--- src/rtl/pc_sequencer.sv ---
// pc_sequencer: multicycle fetch/issue controller for the program-counter register.
// Fetches over req/ack, issues to decode over valid/ready, then loads the next PC after execute.
module pc_sequencer #(
    parameter int unsigned     XLEN     = 32,
    parameter logic [XLEN-1:0] RESET_PC = 32'h0000_0000,
    parameter logic [XLEN-1:0] TRAP_VEC = 32'h0000_0100
) (
    input  logic            clk,
    input  logic            reset,
    input  logic            stall,
    output logic            imem_req,
    output logic [XLEN-1:0] imem_addr,
    input  logic            imem_ack,
    input  logic [31:0]     imem_rdata,
    output logic            instr_valid,
    input  logic            instr_ready,
    output logic [31:0]     instr_out,
    output logic [XLEN-1:0] instr_pc,
    input  logic            exec_done,
    input  logic            redirect_valid,
    input  logic [XLEN-1:0] redirect_target,
    output logic            pc_load,
    output logic [XLEN-1:0] pc_next,
    output logic [XLEN-1:0] pc,
    output logic            misalign_trap,
    output logic [31:0]     instret
);
    typedef enum logic [2:0] {BOOT, FETCH, WAIT_ACK, ISSUE, EXEC} state_t;

    state_t          state_q, state_d;
    logic [XLEN-1:0] pc_q, pc_d, pc_next_q, pc_next_d, instr_pc_q, instr_pc_d;
    logic [31:0]     instr_out_q, instr_out_d, instret_q, instret_d;
    logic            pc_load_q, pc_load_d, misalign_trap_q, misalign_trap_d;
    logic [XLEN-1:0] target, new_pc;
    logic            fetch_hit, misaligned;

    assign imem_req    = (state_q == FETCH && !stall) || state_q == WAIT_ACK;
    assign imem_addr   = pc_q;
    assign instr_valid = state_q == ISSUE;
    assign fetch_hit   = imem_req && imem_ack;
    assign target      = redirect_valid ? redirect_target : pc_q + XLEN'(4);
    assign misaligned  = redirect_valid && redirect_target[1:0] != 2'b00;
    assign new_pc      = misaligned ? TRAP_VEC : target;

    always_comb begin
        state_d         = state_q;
        pc_d            = pc_q;
        pc_next_d       = pc_next_q;
        instr_out_d     = instr_out_q;
        instr_pc_d      = instr_pc_q;
        instret_d       = instret_q;
        pc_load_d       = 1'b0;
        misalign_trap_d = 1'b0;
        case (state_q)
            BOOT: begin
                pc_d      = RESET_PC;
                pc_next_d = RESET_PC;
                pc_load_d = 1'b1;
                state_d   = FETCH;
            end
            FETCH, WAIT_ACK: begin
                if (fetch_hit) begin
                    instr_out_d = imem_rdata;
                    instr_pc_d  = pc_q;
                    state_d     = ISSUE;
                end else if (imem_req) begin
                    state_d = WAIT_ACK;
                end
            end
            ISSUE: state_d = instr_ready ? EXEC : ISSUE;
            EXEC: begin
                // pc_load_q high while still in EXEC marks the retire cycle
                if (pc_load_q) begin
                    state_d = FETCH;
                end else if (exec_done) begin
                    pc_d            = new_pc;
                    pc_next_d       = new_pc;
                    pc_load_d       = 1'b1;
                    misalign_trap_d = misaligned;
                    instret_d       = instret_q + 32'd1;
                end
            end
            default: state_d = BOOT;
        endcase
    end

    always_ff @(posedge clk or posedge reset) begin
        if (reset) begin
            state_q         <= BOOT;
            pc_q            <= RESET_PC;
            pc_next_q       <= RESET_PC;
            instr_out_q     <= '0;
            instr_pc_q      <= '0;
            instret_q       <= '0;
            pc_load_q       <= 1'b0;
            misalign_trap_q <= 1'b0;
        end else begin
            state_q         <= state_d;
            pc_q            <= pc_d;
            pc_next_q       <= pc_next_d;
            instr_out_q     <= instr_out_d;
            instr_pc_q      <= instr_pc_d;
            instret_q       <= instret_d;
            pc_load_q       <= pc_load_d;
            misalign_trap_q <= misalign_trap_d;
        end
    end

    assign pc            = pc_q;
    assign pc_next       = pc_next_q;
    assign instr_out     = instr_out_q;
    assign instr_pc      = instr_pc_q;
    assign instret       = instret_q;
    assign pc_load       = pc_load_q;
    assign misalign_trap = misalign_trap_q;
endmodule
--- config.mk ---
export PLATFORM = sky130hd
export DESIGN_NAME = pc_sequencer
export DESIGN_NICKNAME = d
export VERILOG_FILES = /design/src/rtl/pc_sequencer.sv
export SDC_FILE = /design/constraint.sdc
export NUM_CORES = 1
export LEC_CHECK = 0
export BUFFER_PORTS_ARGS = -buffer_cell sky130_fd_sc_hd__buf_2
export CORE_MARGIN = 2
export CORE_UTILIZATION = 25
export DETAILED_ROUTE_END_ITERATION = 10
export PLACE_DENSITY_LB_ADDON = 0.15
export SYNTH_ARGS = -nofsm -noshare
export SYNTH_HDL_FRONTEND = slang
export SYNTH_SLANG_ARGS = --single-unit
--- constraint.sdc ---
create_clock -name clk -period 7.15 [get_ports clk]
set_input_delay 1.43 -clock clk [delete_from_list [all_inputs] [get_ports clk]]
set_output_delay 1.43 -clock clk [all_outputs]
set_load 0.005 [all_outputs]
==> results.toml, run 1 <==
[die]
design.die.area_um2 = 27400
floorplan.io_pins = 267
start_util_pct = 25.2
rows = 59
die_y_um = 166
coreArea_um2 = 25800
die_width_um = 166

[finish]
area_growth_pct = 27.0
num_antenna_cells = 0
share_of_layout_cells_above_drive_strength_1_pct = 46.9
num-nets-final = 857
final_core_util_pct = 32.1
number_of_fill_cells_in_the_layout = 2747

[timing]
rsz0062_at_grt = "no"
maxSlewViolCount = 0
finalWorstPathRequiredPeriod_ps = 3560
timing.fmax_mhz = 281
hold_slack_final_ps = 484
min_period_over_period_pct = 49.8
final.setup_skew_ps = 13.6
final-setup-viol-count = 0
relSlewSlack_pct = 37.2
hold_viol_final = 0
setup_ws_ps = 3590
worst-slew-pin-transition_ps = 935
setup_tns_final_ps = 0

[global_routing]
global_route.usage.met3_pct = 3.95
gr-max-usage-layer = "met2"
wire_length_of_the_first_global_routing_pass_um = 28300
globalRouteOverflowTotal = 0
use_met2_pct = 21.2
overall_fraction_of_global_route_tracks_in_use_pct = 13.7
first_global_vias = 4777
globalRouteMet1Util_pct = 18.5
grt_start_max_net_pins = 80
antenna_found_initial = 0

[power_and_ir_drop]
static-leakage-power_nw = 4.30
report.power.total_w = 0.00239
seq_power_share_pct = 41.3
power-per-cell-area_nw_per_um2 = 289
switching_power_w = 0.000717
netSwitchingFraction_pct = 30.0
power_frac_clock_pct = 36.7
cell_internal_pwr_w = 0.00168
max-vdd-ir-drop_uv = 124
p_comb_share_pct = 22.0

[setup_path]
critical_path_buf_inv_count = 2
crit_top_cell = "sky130_fd_sc_hd__buf_2"
worst-path-max-fanout = 2
timing.critical_path.to_type = "output pin"
largest_incremental_delay_on_the_critical_path_ps = 270
crit_path_cell_trace = "buf_2 -> nor2_1 -> nand2_1 -> a21oi_1 -> buf_2"
crit_slowest_cell = "sky130_fd_sc_hd__a21oi_1"
path_delay_family = "buffers and inverters"
setup.worst_path.start_class = "input pin"
worstPathArrival_ps = 2130
worst_ep_required_time_ps = 5720
worst-setup-path-type = "in -> out"

[synth]
ys_dominant_reg_cell = "sky130_fd_sc_hd__dfrtp_1"
synthDistinctLibCells = 44
ys_top_cells_by_area = "sky130_fd_sc_hd__dfrtp_1 (51%), sky130_fd_sc_hd__mux2_2 (11%), sky130_fd_sc_hd__buf_4 (7.6%), sky130_fd_sc_hd__xnor2_1 (3.5%), sky130_fd_sc_hd__o21ai_0 (2.8%)"
ys_seq_area_share_pct = 51.0
post_synthesis_cell_type_with_the_largest_combined_area = "sky130_fd_sc_hd__dfrtp_1"
post_synth_instance_area_um2 = 6520
post_synthesis_cell_count = 586
synth.ff_latch_count = 133
async_reset_ff_share_pct = 100
avgSynthCellArea_um2 = 11.1
synth_top_area_share_pct = 51.0
yosys_warnings = 0
postSynthNetCount = 659
synth_edf_count = 0

[detailed_routing]
ant_nets = 0
viasPerCell = 4.54
detail_route.first_pass.iterations = 4
post_detailed_route_drc_marker_count = 0
drt-total-wl_um = 19300
detail_route.iter0.violations = 202
wire_per_inst_um = 17.0
dr_total_vias = 5137

[clock_tree]
tritoncts.num_buffers = 17
htree_num_levels = 4
numClockSinks = 133
clkLatencyLatePin_ps = 430
tritoncts_clock_tree = "done"
cts_hold_buffers = 0
cts_max_path_buffers = 2
setup_buffers_after_cts = 0
cts_root_buffer = "sky130_fd_sc_hd__clkbuf_16"
cts.repair.resized = 0
clk_transition_reported_paths_ps = 60

[hold_path]
timing.hold.worst.class = "reg -> reg"

[place]
dpl.hpwl_um = 13300
preCtsSetupSlack_ps = 3590
place.gp.congestion = 0.722
port-buffer-count = 266

[status]
run_status = "completed"

[flow_run]
max-cap-violations = 0
## worst paths after layout
check	startpoint	to	slack (ps)	cells past startpoint
worst max-delay path	stall	imem_req	3590	5
worst min register to register	instret[31]	instret[31]	480	1
worst max register to register	state_q[2]	pc_next[24]	4690	6
worst min-delay path	instret[31]	instret[31]	480	1
max in group asynchronous	reset	state_q[0]	4750	3
min in group asynchronous	reset	instret[15]	1130	2
## power groups by stage
stage	Clock, W	Sequential (W)	Combinational, W
5_1_grt	0.000938	0.00101	0.000586
2_1_floorplan	0	0.000983	0.000332
6_report	0.000878	0.000988	0.000528
4_1_cts	0.000907	0.000992	0.000543
3_5_place_dp	0	0.00100	0.000543
3_3_place_gp	0	0.00100	0.000541
## worst reg2reg max path, cell delays in order (launching register included)
cell	delay [ps]
sky130_fd_sc_hd__dfrtp_1	580
sky130_fd_sc_hd__nor4b_4	470
sky130_fd_sc_hd__nand2_1	310
sky130_fd_sc_hd__nor2_1	450
sky130_fd_sc_hd__buf_4	280
sky130_fd_sc_hd__a22oi_1	100
sky130_fd_sc_hd__o21ai_0	160
## state kept, by name, summed over array words and instances (netlist names)
| signal | count |
|---|---|
| instr_out | 32 |
| misalign_trap | 1 |
| instret | 32 |
| pc_load | 1 |
| state_q | 3 |
| instr_pc | 32 |
| pc_next | 32 |
## layer usage
layer / wire [µm] / share of wire (%)
met3: 1200 / 6.2
met2: 8860 / 46
met5: 0 / 0
met1: 8990 / 47
met4: 248 / 1.3
## layout make-up
cell class                      instances  area, µm²  area share [%]
Clock buffer                           19        443            5.35
Sequential cell                       133       3330            40.2
Inverter                                8       35.0           0.423
Timing Repair Buffer                  268       1350            16.3
Clock inverter                         13        134            1.62
Tap cell                              335        419            5.06
Multi-Input combinational cell        356       2580            31.1
## cell usage in the layout, fill, tap and decap left out, drive strengths merged, types with 6 or more instances in the layout
cell | synthesis | layout
and3 | 8 | 8
a21oi | 11 | 11
mux2 | 65 | 65
clkbuf | 19 | 19
a31oi | 9 | 9
nor3 | 10 | 10
xor2 | 10 | 10
and2 | 7 | 7
dfrtp | 133 | 133
xnor2 | 26 | 26
nand2 | 42 | 42
o21ai | 37 | 37
nand4 | 17 | 17
buf | 70 | 268
a22oi | 11 | 11
nor4 | 8 | 8
clkinv | 0 | 11
and4 | 10 | 10
nor2 | 22 | 22
mux2i | 6 | 6
nand3 | 25 | 25
inv | 8 | 8
## per-stage QoR
step	instances	instance area (µm²)
after global routing	1132	8280
after detailed placement	1100	7710
after global placement	1100	7710
after CTS	1132	8280
final	1132	8280
after floorplan	586	6520
## Yosys cell counts, drive strengths merged, types with 2 or more instances
library cell  number
nor4               8
and3               8
a221o              3
o21ai             37
inv                8
a22oi             11
nand2             42
o2bb2ai            2
and4              10
ha                 2
clkbuf            19
mux2              65
o311ai             4
and2               7
a31oi              9
mux2i              6
nor4b              2
nand3             25
xor2              10
nand2b             3
a21oi             11
nor2              22
nor3              10
xnor2             26
buf               70
nand4             17
o211ai             2
or3                4
dfrtp            133
## kinds of logic after synthesis
logic type      count (synthesis)  synth area share, %
compound gates                 85                 8.04
xor+xnor                       36                 4.83
fa+ha+maj                       2                0.384
buf+inv                        97                 9.55
flops                         133                 51.0
mux                            71                 12.1
simple gates                  162                 14.0
Power figures use the tool's default switching activity.
==> inputs of run 2 (changes only) <==
- clock period: 7.15 -> 3.7 ns (I/O delays scaled with it)
==> run 2 against run 1 <==
- clock power increased by 96%
- critical path type is now reg -> reg
- global-route usage increased by 0.050 points
- total power increased by 94%
- largest power group unchanged
==> results.toml, run 2 (synthesis gave the netlist of run 1 again) <==
[global_routing]
globalRouteOverflowTotal = 0
grt_start_max_net_pins = 67
first_global_vias = 4918
wire_length_of_the_first_global_routing_pass_um = 28700
overall_fraction_of_global_route_tracks_in_use_pct = 13.7
antenna_found_initial = 1

[die]
die_y_um = 166
design.die.area_um2 = 27400
rows = 59
start_util_pct = 25.2
floorplan.io_pins = 267
coreArea_um2 = 25800
die_width_um = 166

[setup_path]
timing.critical_path.to_type = "flip-flop"
r2r.worst_path.cells = 6
worst_ep_required_time_ps = 3950
worstPathArrival_ps = 2700
rrSetupSlack_ps = 1250
worst-path-max-fanout = 9
worst-setup-path-type = "reg -> reg"
setup.worst_path.start_class = "flip-flop"
reg2reg_from = "pc_next[2]"
regToRegEndpoint = "pc_next[26]"

[clock_tree]
cts_root_buffer = "sky130_fd_sc_hd__clkbuf_16"
cts_max_path_buffers = 2
tritoncts.num_buffers = 17
setup_buffers_after_cts = 0
tritoncts_clock_tree = "done"
clk_transition_reported_paths_ps = 70
cts_hold_buffers = 0
numClockSinks = 133
htree_num_levels = 4
clkLatencyLatePin_ps = 420
cts.repair.resized = 0

[timing]
hold_slack_final_ps = 448
final.setup_skew_ps = 14.9
setup_ws_ps = 1250
final-setup-viol-count = 0
maxSlewViolCount = 0
timing.fmax_mhz = 408
rsz0062_at_grt = "no"
setup_tns_final_ps = 0
relSlewSlack_pct = 36.4
worst-slew-pin-transition_ps = 954
min_period_over_period_pct = 66.2
hold_viol_final = 0
finalWorstPathRequiredPeriod_ps = 2450

[place]
dpl.hpwl_um = 13300
place.gp.congestion = 0.731
preCtsSetupSlack_ps = 1100
port-buffer-count = 266

[finish]
num_antenna_cells = 0
area_growth_pct = 27.8
number_of_fill_cells_in_the_layout = 2733
num-nets-final = 861
layout_commonest_cell = "sky130_fd_sc_hd__buf_2"
share_of_layout_cells_above_drive_strength_1_pct = 47.3
layout_common_cells = "sky130_fd_sc_hd__buf_2 (266), sky130_fd_sc_hd__dfrtp_1 (133), sky130_fd_sc_hd__mux2_2 (65)"

[hold_path]
timing.hold.worst.class = "in -> async"

[flow_run]
max-cap-violations = 0

[detailed_routing]
viasPerCell = 4.49
dr_total_vias = 5101
drt-total-wl_um = 18900
post_detailed_route_drc_marker_count = 0
wire_per_inst_um = 16.7
ant_nets = 0
detail_route.first_pass.iterations = 4
detail_route.iter0.violations = 188

[power_and_ir_drop]
static-leakage-power_nw = 4.31
max-vdd-ir-drop_uv = 269
power-per-cell-area_nw_per_um2 = 556

[status]
run_status = "completed"
-- run 2: changes by cell type in the layout (fill, tap and decap cells not counted) --
cell,delta
sky130_fd_sc_hd__inv_8,+2
sky130_fd_sc_hd__clkinv_2,-6
sky130_fd_sc_hd__clkinv_4,-5
sky130_fd_sc_hd__clkbuf_1,-1
sky130_fd_sc_hd__buf_4,+3
sky130_fd_sc_hd__clkbuf_8,-1
sky130_fd_sc_hd__buf_12,+1
sky130_fd_sc_hd__clkinvlp_4,+4
sky130_fd_sc_hd__inv_6,+7
sky130_fd_sc_hd__bufinv_16,-1
sky130_fd_sc_hd__clkinv_8,+1
-- run 2: how the worst max path moves through the flow --
stage,from,endpoint
final,pc_next[2],pc_next[26]
after CTS,pc_next[2],pc_next[26]
after detailed placement,exec_done,pc_next[19]
after global placement,exec_done,pc_next[19]
after global routing,pc_next[2],pc_next[28]
after floorplan,reset,instr_out[0]
-- run 2: metrics by stage --
| step | cell area (µm²) | instances | util, % | power, W |
|---|---|---|---|---|
| finish | 8330 | 1136 | 32.3 | 0.00464 |
| floorplan | 6530 | 586 | - | 0.00254 |
| global placement | 7750 | 1104 | 30.0 | 0.00296 |
| CTS | 8330 | 1136 | 32.3 | 0.00474 |
| detailed placement | 7750 | 1104 | 30.0 | 0.00297 |
| global route | 8330 | 1136 | 32.3 | 0.00494 |
-- run 2: power breakdown --
part / internal (W) / switching (W)
clock network: 0.000958 / 0.000766
logic: 0.000527 / 0.000474
registers: 0.00171 / 0.000203
-- run 2: critical path: stages, from the launching register on --
cell	delay, ps
sky130_fd_sc_hd__dfrtp_1	500
sky130_fd_sc_hd__ha_1	260
sky130_fd_sc_hd__nand3_1	230
sky130_fd_sc_hd__nor4_2	780
sky130_fd_sc_hd__a31oi_1	160
sky130_fd_sc_hd__o21ai_0	200
sky130_fd_sc_hd__o311ai_0	160
-- run 2: layer usage --
layer	GRT usage (%)	vias to the layer above	share of wire, %
met5	0	-	0.085
met4	2.86	2	0.44
met3	4.37	12	6.8
met2	21.8	170	47
met1	18.4	2473	46
li1	-	2444	-
-- run 2: cell type report --
cell class / instances / area [µm²] / area share, %
multi-input combinational: 356 / 2580 / 30.9
timing repair buffer: 272 / 1390 / 16.7
sequential: 133 / 3330 / 39.9
clock inverter: 15 / 161 / 1.94
inverter: 8 / 33.8 / 0.405
tap: 335 / 419 / 5.03
clock buffer: 17 / 425 / 5.10
==> inputs of run 3 (changes only) <==
- ABC_AREA: not set -> 1
- clock period: 3.7 -> 2.04 ns (I/O delays scaled with it)
==> run 3 against run 2 <==
- highest routed layer unchanged
- area after synthesis increased by 12%
- utilization increased by 0.43 points
- sequential power increased by 91%
- total power increased by 110%
- via count increased by 38%
- critical path depth decreased by 1
- cell count increased by 43%
- count of clock-buffer cells in the layout increased by 1
==> results.toml, run 3 <==
[timing]
hold_slack_final_ps = 95.8
timing.fmax_mhz = 523
relSlewSlack_pct = 55.1
final.setup_skew_ps = 15.0
worst-slew-pin-transition_ps = 673
finalWorstPathRequiredPeriod_ps = 1910
final-setup-viol-count = 0
maxSlewViolCount = 0
hold_viol_final = 0
min_period_over_period_pct = 93.6

[setup_path]
crit_path_cell_trace = "inv_2 -> nand3_1 -> o22ai_4 -> buf_8 -> buf_2"
r2r.worst_path.cells = 11
largest_incremental_delay_on_the_critical_path_ps = 440
crit_slowest_cell = "sky130_fd_sc_hd__dfrtp_2"
worst-path-max-fanout = 7
worst-setup-path-type = "reg -> out"
worst_ep_required_time_ps = 1630
worstPathArrival_ps = 1500
setup.worst_path.start_class = "flip-flop"
timing.critical_path.to_type = "output pin"

[clock_tree]
tritoncts_clock_tree = "done"
cts_hold_buffers = 0
htree_num_levels = 4
clk_transition_reported_paths_ps = 70
numClockSinks = 133
cts_root_buffer = "sky130_fd_sc_hd__clkbuf_16"
tritoncts.num_buffers = 17
clkLatencyLatePin_ps = 420
cts_max_path_buffers = 2

[synth]
synth_edf_count = 0
ys_seq_area_share_pct = 45.5
synth.ff_latch_count = 133
synth_top_area_share_pct = 45.5
async_reset_ff_share_pct = 100
synth_most_common_cell = "sky130_fd_sc_hd__nand2_1"
yosys_warnings = 0
postSynthNetCount = 1083
ys_dominant_reg_cell = "sky130_fd_sc_hd__dfrtp_1"
synth.top_cells.by_count = "sky130_fd_sc_hd__nand2_1 (353), sky130_fd_sc_hd__nor2_1 (139), sky130_fd_sc_hd__dfrtp_1 (133)"
avgSynthCellArea_um2 = 7.24
post_synthesis_cell_type_with_the_largest_combined_area = "sky130_fd_sc_hd__dfrtp_1"
post_synthesis_cell_count = 1010
ys_top_cells_by_area = "sky130_fd_sc_hd__dfrtp_1 (45%), sky130_fd_sc_hd__nand2_1 (18%), sky130_fd_sc_hd__nor2_1 (7.1%), sky130_fd_sc_hd__buf_4 (6.6%), sky130_fd_sc_hd__nand3_1 (5.7%)"
synthDistinctLibCells = 28
post_synth_instance_area_um2 = 7320

[power_and_ir_drop]
power-per-cell-area_nw_per_um2 = 1020
max-vdd-ir-drop_uv = 402
static-leakage-power_nw = 5.00

[global_routing]
first_global_vias = 6715
wire_length_of_the_first_global_routing_pass_um = 38200
globalRouteOverflowTotal = 0
overall_fraction_of_global_route_tracks_in_use_pct = 16.0
grt_start_max_net_pins = 74
antenna_found_initial = 1

[finish]
num_antenna_cells = 0
area.sequential_um2 = 3330
final_cell_area_um2 = 9410
num-nets-final = 1302
number_of_fill_cells_in_the_layout = 3163
multi_input_area_um2 = 3100
share_of_layout_cells_above_drive_strength_1_pct = 27.5
area_growth_pct = 28.6
final_cell_count_no_fill = 1626
layout_common_cells = "sky130_fd_sc_hd__nand2_1 (350), sky130_fd_sc_hd__buf_2 (266), sky130_fd_sc_hd__nor2_1 (137)"
layout_commonest_cell = "sky130_fd_sc_hd__nand2_1"

[detailed_routing]
detail_route.first_pass.iterations = 5
wire_per_inst_um = 15.3
dr_total_vias = 7036
post_detailed_route_drc_marker_count = 0
detail_route.iter0.violations = 470
viasPerCell = 4.33
ant_nets = 0
drt-total-wl_um = 24800

[place]
place_inst = 1590
place.gp.congestion = 0.784
placed_area_um2 = 8740
dpl.hpwl_um = 18100
port-buffer-count = 266

[die]
floorplan.io_pins = 267
coreArea_um2 = 28800
design.die.area_um2 = 30600
die_y_um = 175
rows = 62
start_util_pct = 25.4
die_width_um = 175

[flow_run]
max-cap-violations = 0

[status]
run_status = "completed"

[hold_path]
timing.hold.worst.class = "in -> async"
run 3: changes by cell type in the layout (fill, tap and decap cells not counted), moves of 11 or more:
cell / before / now
sky130_fd_sc_hd__inv_1: 7 / 75
sky130_fd_sc_hd__nor2_1: 22 / 137
sky130_fd_sc_hd__nand3_1: 25 / 84
sky130_fd_sc_hd__buf_4: 5 / 25
sky130_fd_sc_hd__o21ai_0: 37 / 63
sky130_fd_sc_hd__a22oi_1: 11 / 0
sky130_fd_sc_hd__nand2_1: 41 / 350
sky130_fd_sc_hd__mux2_2: 65 / 0
sky130_fd_sc_hd__xnor2_1: 26 / 6
run 3: timing repair:
| action | CTS | global route |
|---|---|---|
| cloned | 0 | 0 |
| hold endpoints to repair | 0 | 0 |
| gates resized for setup | 4 | 7 |
| pin swaps | 1 | 1 |
| buffers inserted | 1 | 3 |
| setup endpoints to repair | 1 | 45 |
run 3: cell families (layout without fill, tap and decap cells):
group           Yosys count  count (layout)  synth area share (%)
flops                   133             133                  45.5
buf+inv                 173             405                  12.6
mux                       2               2                 0.274
fa+ha+maj                 2               2                 0.342
xor+xnor                 16              16                  1.92
compound gates           75              75                  5.34
simple gates            609             609                  34.1
run 3: final cells by class:
class	instances	area share [%]
flip-flops and latches	133	35.4
multi-input cells	704	32.9
clock inverters	14	1.76
repair buffers	295	16.9
inverters	78	3.18
clock buffers	18	4.67
well taps	384	5.11
run 3: metrics by stage:
| stage | total power (W) | TNS [ps] | utilization, % | worst slack (ps) |
|---|---|---|---|---|
| after floorplan | 0.00513 | -2550 | - | -19.2 |
| after global placement | 0.00628 | 0 | 30.4 | 203 |
| after detailed placement | 0.00630 | 0 | 30.4 | 122 |
| after CTS | 0.00970 | 0 | 32.6 | 21.0 |
| after global routing | 0.0102 | -0.902 | 32.7 | -0.902 |
| final | 0.00958 | 0 | 32.7 | 130 |
run 3: critical path, delay by kind of cell (launching register included):
kind	cells	cell delay, ps
DFF	1	440
AOI/OAI and AO/OA	1	180
buffers and inverters	3	340
and+or+nand+nor	1	130
run 3: worst paths after layout:
path	to	slack, ps	start
max	imem_req	130	state_q[2]
min	instr_pc[8]	100	reset
max reg2reg	pc_next[20]	220	pc_next[3]
min reg2reg	instr_pc[1]	460	instr_pc[1]
max in group asynchronous	pc_next[11]	1540	reset
min in group clk	instr_out[5]	220	imem_rdata[5]
run 3: report_power, final:
group / switching [W] / internal (W) / leakage [nW]
registers: 0.000453 / 0.00320 / 1.79
clock network: 0.00139 / 0.00188 / 0.291
logic: 0.00158 / 0.00108 / 2.92
run 3: routing by layer:
layer	share of wire (%)	GRT usage (%)
met1	48	22.3
met2	46	25.5
met3	5.1	3.22
met4	0.68	3.68
met5	0.028	0
